**src/rtl/apb_master_bridge.sv**
```systemverilog
// ---------------------------------------------------------------------------
// apb_master_bridge
//   APB requester for the peripheral extender bus. Each command taken on the
//   valid/ready command port becomes exactly one APB transfer:
//     - one SETUP cycle
//     - ACCESS cycles until the completer raises apb_rready, or until the
//       wait-state limit aborts the transfer
//   The read data (or a timeout flag) is then offered on the valid/ready
//   response port. At most one command is in flight at a time.
//
// Parameters
//   ADDR_WIDTH      width of cmd_addr / apb_addr
//   TIMEOUT_CYCLES  ACCESS cycles with apb_rready low before abort (0 = never)
//
// Ports
//   clock, reset                     single clock, synchronous active-high reset
//   cmd_valid/cmd_ready              command handshake (ready only in IDLE)
//   cmd_write/addr/wdata/strb        command payload
//   rsp_valid/rsp_ready              response handshake
//   rsp_rdata, rsp_timeout           response payload
//   apb_addr/sel/write/ena/wdata/pstb  APB request signals (all registered)
//   apb_rdata, apb_rready            APB completer return signals
// ---------------------------------------------------------------------------
module apb_master_bridge #(
    parameter int ADDR_WIDTH     = 32,
    parameter int TIMEOUT_CYCLES = 256
) (
    input  logic                  clock,
    input  logic                  reset,
    input  logic                  cmd_valid,
    output logic                  cmd_ready,
    input  logic                  cmd_write,
    input  logic [ADDR_WIDTH-1:0] cmd_addr,
    input  logic [31:0]           cmd_wdata,
    input  logic [3:0]            cmd_strb,
    output logic                  rsp_valid,
    input  logic                  rsp_ready,
    output logic [31:0]           rsp_rdata,
    output logic                  rsp_timeout,
    output logic [ADDR_WIDTH-1:0] apb_addr,
    output logic                  apb_sel,
    output logic                  apb_write,
    output logic                  apb_ena,
    output logic [31:0]           apb_wdata,
    output logic [3:0]            apb_pstb,
    input  logic [31:0]           apb_rdata,
    input  logic                  apb_rready
);

    // A zero-width counter is illegal, so the no-timeout build keeps one bit.
    localparam int CNT_W   = (TIMEOUT_CYCLES == 0) ? 1 : $clog2(TIMEOUT_CYCLES + 1);
    localparam bit TO_EN   = (TIMEOUT_CYCLES != 0);
    // The abort fires on the wait cycle that would bring the count to the limit,
    // so the comparison is against limit-1 while apb_rready is still low.
    localparam int LIMIT_I = TO_EN ? (TIMEOUT_CYCLES - 1) : 0;
    localparam logic [CNT_W-1:0] LIMIT = CNT_W'(LIMIT_I);

    typedef enum logic [1:0] {
        IDLE   = 2'd0,
        SETUP  = 2'd1,
        ACCESS = 2'd2,
        RESP   = 2'd3
    } state_t;

    state_t           state;
    logic [CNT_W-1:0] wait_cnt;

    // Wait counter saturates instead of wrapping.
    function automatic logic [CNT_W-1:0] sat_inc(input logic [CNT_W-1:0] v);
        return (v == {CNT_W{1'b1}}) ? v : v + CNT_W'(1);
    endfunction

    assign cmd_ready = (state == IDLE) & ~reset;

    always_ff @(posedge clock) begin
        if (reset) begin
            state       <= IDLE;
            wait_cnt    <= '0;
            rsp_valid   <= 1'b0;
            rsp_rdata   <= '0;
            rsp_timeout <= 1'b0;
            apb_addr    <= '0;
            apb_sel     <= 1'b0;
            apb_write   <= 1'b0;
            apb_ena     <= 1'b0;
            apb_wdata   <= '0;
            apb_pstb    <= '0;
        end else begin
            case (state)
                IDLE: begin
                    // cmd_ready is implied here: reset is low and state is IDLE.
                    if (cmd_valid) begin
                        apb_addr  <= cmd_addr;
                        apb_write <= cmd_write;
                        apb_wdata <= cmd_write ? cmd_wdata : 32'd0;
                        apb_pstb  <= cmd_write ? cmd_strb : 4'd0;
                        apb_sel   <= 1'b1;
                        apb_ena   <= 1'b0;
                        wait_cnt  <= '0;
                        state     <= SETUP;
                    end
                end

                SETUP: begin
                    apb_ena <= 1'b1;
                    state   <= ACCESS;
                end

                ACCESS: begin
                    // Completion is tested first so a ready on the limit cycle wins.
                    if (apb_rready) begin
                        rsp_rdata   <= apb_write ? 32'd0 : apb_rdata;
                        rsp_timeout <= 1'b0;
                        rsp_valid   <= 1'b1;
                        apb_sel     <= 1'b0;
                        apb_ena     <= 1'b0;
                        state       <= RESP;
                    end else if (TO_EN && (wait_cnt == LIMIT)) begin
                        rsp_rdata   <= 32'd0;
                        rsp_timeout <= 1'b1;
                        rsp_valid   <= 1'b1;
                        apb_sel     <= 1'b0;
                        apb_ena     <= 1'b0;
                        state       <= RESP;
                    end else begin
                        wait_cnt <= sat_inc(wait_cnt);
                    end
                end

                RESP: begin
                    if (rsp_ready) begin
                        rsp_valid <= 1'b0;
                        state     <= IDLE;
                    end
                end

                default: state <= IDLE;
            endcase
        end
    end

endmodule

```
**config.mk**
```make
export PLATFORM = sky130hd
export DESIGN_NAME = apb_master_bridge
export DESIGN_NICKNAME = d
export VERILOG_FILES = /design/src/rtl/apb_master_bridge.sv
export SDC_FILE = /design/constraint.sdc
export NUM_CORES = 1
export LEC_CHECK = 0
export BUFFER_PORTS_ARGS = -buffer_cell sky130_fd_sc_hd__buf_2
export CAP_MARGIN = 10
export CORE_ASPECT_RATIO = 0.9
export CORE_UTILIZATION = 45
export DETAILED_ROUTE_END_ITERATION = 16
export MAX_ROUTING_LAYER = met4
export PLACE_DENSITY = 0.89
export SETUP_SLACK_MARGIN = 0.2
export SLEW_MARGIN = 25
export SYNTH_ARGS = -nofsm -noshare
export SYNTH_HDL_FRONTEND = slang
export SYNTH_SLANG_ARGS = --single-unit
```
**constraint.sdc**
```tcl
create_clock -name clock -period 2.7 [get_ports clock]
set_input_delay 0.405 -clock clock [delete_from_list [all_inputs] [get_ports clock]]
set_output_delay 0.405 -clock clock [all_outputs]
set_load 0.05 [all_outputs]
```
# Yosys cells after proc, flatten, opt, wreduce, memory -nomap -nowiden
# Cells that the tools add are included.
# totals
out_inout_bits	106
register_bits	116
in_bits	106
wordCells	63
# op_classes
bitwise_logic	2
muxes	26
n_reduce_logical	12
n_eq_ne	11
n_addsub	1
# ops
op	count
$mux 32	4
$mux 9	4
$pmux 9 s2	1
$reduce_and 3->1	4
$ne 2x2->1 const B	5
$add 9x1->9 const B	1
$eq 9x8->1 const B	1
$eq 9x9->1 const B	1
$mux 1	8
$mux 2	4
$pmux 2 s4	1
$reduce_bool 2->1	3
$reduce_and 5->1	1
$eq 2x2->1 const B	2
$mux 4	1
$pmux 1 s2	2
$reduce_and 2->1	2
$ne 3x3->1 const B	1
$pmux 1 s3	1
$reduce_bool 3->1	1
$eq 2x1->1 const B	1
$logic_not 2->1	1
$and 1x1->1	1
$not 1->1	1

# Longest topological paths before layout
# depth
word_depth	5
ltp_mapped	9
depth_no_buf	8

# Worst setup path after synthesis
# OpenSTA, ideal clock, no wires.
# synth_path
path_type	reg-to-reg
from	register wait_cnt[0]
to	register wait_cnt[4]
t_arrival_ns	2.255
path_stages_with_launch	10
slack_ns	0.386
t_required_ns	2.641
path_buffers	1
setup_time_ns	0.059
cell_sequence	dfxtp_1 -> ha_1 -> nand3_1 -> nor2_1 -> ha_1 -> or4b_1 -> a21o_1 -> buf_6 -> or4_1 -> nand2_1
# synth_between
elab_chain_cells	5
word_cells_on_any_way	10
# synth_lines
item	line_no	rtl
start, declared	66	logic [CNT_W-1:0] wait_cnt;
start signal, assigned	126	wait_cnt <= sat_inc(wait_cnt);
$add 9x1->9	70	return (v == {CNT_W{1'b1}}) ? v : v + CNT_W'(1);
$mux 9	70	
$mux 9	118	end else if (TO_EN && (wait_cnt == LIMIT)) begin
$mux 9	111	if (apb_rready) begin
$pmux 9 s2	89	case (state)
# Parallel ways exist; a longest one is shown, timed or not. The select of a mux whose other input is x is not followed.
# A chain may end at the register's enable or synchronous reset.

# Final worst setup path
# layout_path
from	register wait_cnt[0]
to	register wait_cnt[7]
# The elaborated chain is that of the path after synthesis.

==> metrics.txt <==
run status complete, no violations; Cells after Synth roughly 500; # rows 33; critical setup path kind flop to flop; Int Pwr roughly 3.6 mW; pwr dens around 960 nW/um^2; Max-Cap Viols 0; area grow syn2layout 39.28%; Setup crit end kind flop; IO Port Bufs 211; Required @ worst endpoint between 3 and 4 ns; sequential fraction of the synthesis area 0.5428; Die Area 9901 um^2; Fin. Hold Viols 0; htree depth 4; dpl hpwl 8155 um; Seq pwr share 0.353; Leak Pwr approximately 2.7 nW; Global Route Usage Sum 0.2367; top post-synthesis cells by area dfxtp_1, nand2_1, a21oi_1, a22oi_1, nand3_1; ratio of cells with drive above 1 in the final layout 0.3630; Period minus WS final 2.471 ns; core footprint roughly 9200 um^2; Max Slew Vio Count 0; CP startpoint kind flop; Die Ht ~94 um; delay-heaviest family, CP simple AND/OR/NAND/NOR gates; final core utilization 0.6500; die width roughly 100 um; Psw 2.185 mW; initial DRC count ~240; R2R Path Start wait_cnt[0]; Synth Cell Area roughly 4300 um^2; Via Count 4350; r2r setup slk approximately 0.23 ns; remaining global-route overflow 0; n_diodes 0; Clock transition at path regs 0.06 ns; Yosys Warn Count 0; GP Congestion slightly above 0.8; ANT nets after route 0; CP arrival 2.89 ns; share of the synthesized area in the top cell type 0.5428; post-synth top area cell dfxtp_1; Clock Sinks ~120; first-pass GRT wire length about 18000 um; Highest Clock Rate around 400 MHz; vias in the first global route slightly above 4000; Mapped Avg Cell Area ~8.4 um^2; Slew @ Worst Pin about 0.64 ns; Final Power approximately 5.7 mW; DR pass1 iterations 4; worst r2r dst wait_cnt[7]; crit-path max cell delay 0.54 ns; critical path depth 8; via/cell ratio 5.172; Initial Util 0.4667; slowest CP cell or4b_4; relative slew slack 0.5743; peak supply drop 0.4713 mV; Clock Latency Late Sink approximately 0.50 ns; Post-DP Area around 5400 um^2; switching share of power 0.3809; RSZ-0062 raised after global routing no; final clock period utilization by the worst path 0.9153; clock tree buffer depth 2; worst hold path class primary input to flop; cts bufs inserted 17; combinational share of power 0.320; Yosys reg bits about 120; hold_buf cts 0; CTS tree built; Total Wirelength around 12000 um; Ports ~210; WHS between 0.1 and 0.15 ns; clock power share 0.327; Netlist cell types 33; CP Cell Sequence ha_2, nand3_1, nor2_1, ha_1, or4b_4, a21o_4, or4_4, a21oi_2; clock skew roughly 0.020 ns; pin count of the biggest net entering global routing between 50 and 60; root buffer cell clkbuf_8; R2R depth 8; crit path launch wait_cnt[0]; final setup vio count 0; initial antenna violation count 0; syn_nets approximately 620; crit path max fanout 10; final std cell area, no fill around 6000 um^2; Avg WL per Cell 13.99 um; fin nets around 820; Final TNS setup 0 ns; Worst Path Buf+Inv 0; DRC 0; capture point of the critical path wait_cnt[7]
-- layout make-up --
type / instances / area [um^2]
Fill cell: 762 / 3208
Tap cell: 122 / 152.6
Sequential cell: 116 / 2322
Timing Repair Buffer: 220 / 1151
Multi-Input combinational cell: 348 / 1817
Clock buffer: 19 / 431.7
Clock inverter: 11 / 65.06
Inverter: 5 / 18.77
-- worst min-delay path by stage --
| stage | startpoint | to | slack (ns) | depth (start not counted) |
|---|---|---|---|---|
| floorplan | wait_cnt[1] | wait_cnt[1] | 0.45 | 2 |
| global placement | apb_wdata[11] | apb_wdata[11] | 0.44 | 2 |
| detailed placement | apb_wdata[29] | apb_wdata[29] | 0.44 | 2 |
| CTS | cmd_addr[0] | apb_addr[0] | 0.13 | 3 |
| global route | cmd_addr[4] | apb_addr[4] | 0.13 | 3 |
| finish | cmd_addr[4] | apb_addr[4] | 0.15 | 3 |
-- tightest hold or removal path, cell delays in order --
cell and delay [ns]:
buf_2 0.09, nand2_1 0.05, a21oi_1 0.05
-- metrics by stage --
step / setup slack, ns / cells
floorplan: 0.3860 / 509
global placement: 0.2527 / 808
detailed placement: 0.1094 / 808
CTS: 0.2161 / 838
global route: 0.1922 / 841
finish: 0.2286 / 841
-- sequential cells by signal (all words and copies together) (netlist names) --
register	cells
apb_ena	1
rsp_rdata	32
rsp_timeout	1
rsp_valid	1
apb_wdata	32
apb_write	1
apb_addr	32
apb_sel	1
wait_cnt	9
state	2
apb_pstb	4
-- synth_stat cells --
library cell / n
a211oi_1: 4
a21o_1: 1
a21oi_1: 77
a221oi_1: 1
a22oi_1: 32
and2_1: 1
and3b_1: 1
buf_1: 2
buf_6: 1
clkbuf_1: 37
dfxtp_1: 116
ha_1: 8
inv_1: 5
mux2i_1: 2
nand2_1: 112
nand2b_1: 2
nand3_1: 40
nand3b_1: 1
nand4_1: 2
nand4b_1: 1
nor2_1: 43
nor2b_1: 2
nor4b_1: 1
o211ai_1: 2
o21ai_0: 1
o21ai_1: 1
o311ai_0: 1
o31ai_1: 3
or2_2: 1
or4_1: 5
or4b_1: 1
xnor2_1: 1
xor2_1: 1
-- power by group through the flow --
stage                     Clock (mW)  Sequential (mW)  Combinational, mW
final                           1.87             2.03               1.84
after floorplan                    0             2.67              0.701
after CTS                       1.92             2.02               1.79
after global placement             0             2.04               1.71
after detailed placement           0             2.06               1.77
after global routing            2.00             2.05               1.97
-- kinds of logic (layout without fill, tap and decap cells) --
group / count (synthesis) / after routing / synth area share
adders and majority gates: 8 / 8 / 0.02340
muxes: 2 / 2 / 0.004680
AOI/OAI and AO/OA: 123 / 123 / 0.1702
and+or+nand+nor: 213 / 213 / 0.2135
buffers and inverters: 45 / 255 / 0.04124
DFF: 116 / 116 / 0.5428
xor gates and xnor gates: 2 / 2 / 0.004096
-- metal layers --
metal,vias up,share of wire,GRT usage,routed length [um]
met2,173,0.52,0.4244,6151
met5,-,0,-,0
met4,0,0.014,0.08451,167
met1,2028,0.40,0.2533,4713
met3,15,0.062,0.06487,734
li1,2134,-,-,-
-- what timing repair did --
item,CTS,global route
setup buffers,0,3
setup endpoints to repair,3,3
gates resized for setup,4,4
pin swaps,0,1
-- placed cells by master (no fill, tap or decap), types with 2 or more instances in the layout --
master / synthesis / routed
buf_2: 0 / 210
dfxtp_1: 116 / 116
nand2_1: 112 / 111
a21oi_1: 77 / 75
nor2_1: 43 / 42
nand3_1: 40 / 40
a22oi_1: 32 / 32
clkbuf_16: 0 / 16
buf_4: 0 / 8
clkinv_2: 0 / 7
ha_1: 8 / 6
inv_1: 5 / 5
a211oi_1: 4 / 4
or4_1: 5 / 4
clkinvlp_4: 0 / 4
o31ai_1: 3 / 3
nor2b_1: 2 / 2
nand4_1: 2 / 2
nand2b_1: 2 / 2
a21oi_2: 0 / 2
o211ai_1: 2 / 2
mux2i_1: 2 / 2
ha_2: 0 / 2
clkbuf_8: 0 / 2
buf_12: 0 / 2
(Power assumes the default switching activity.)
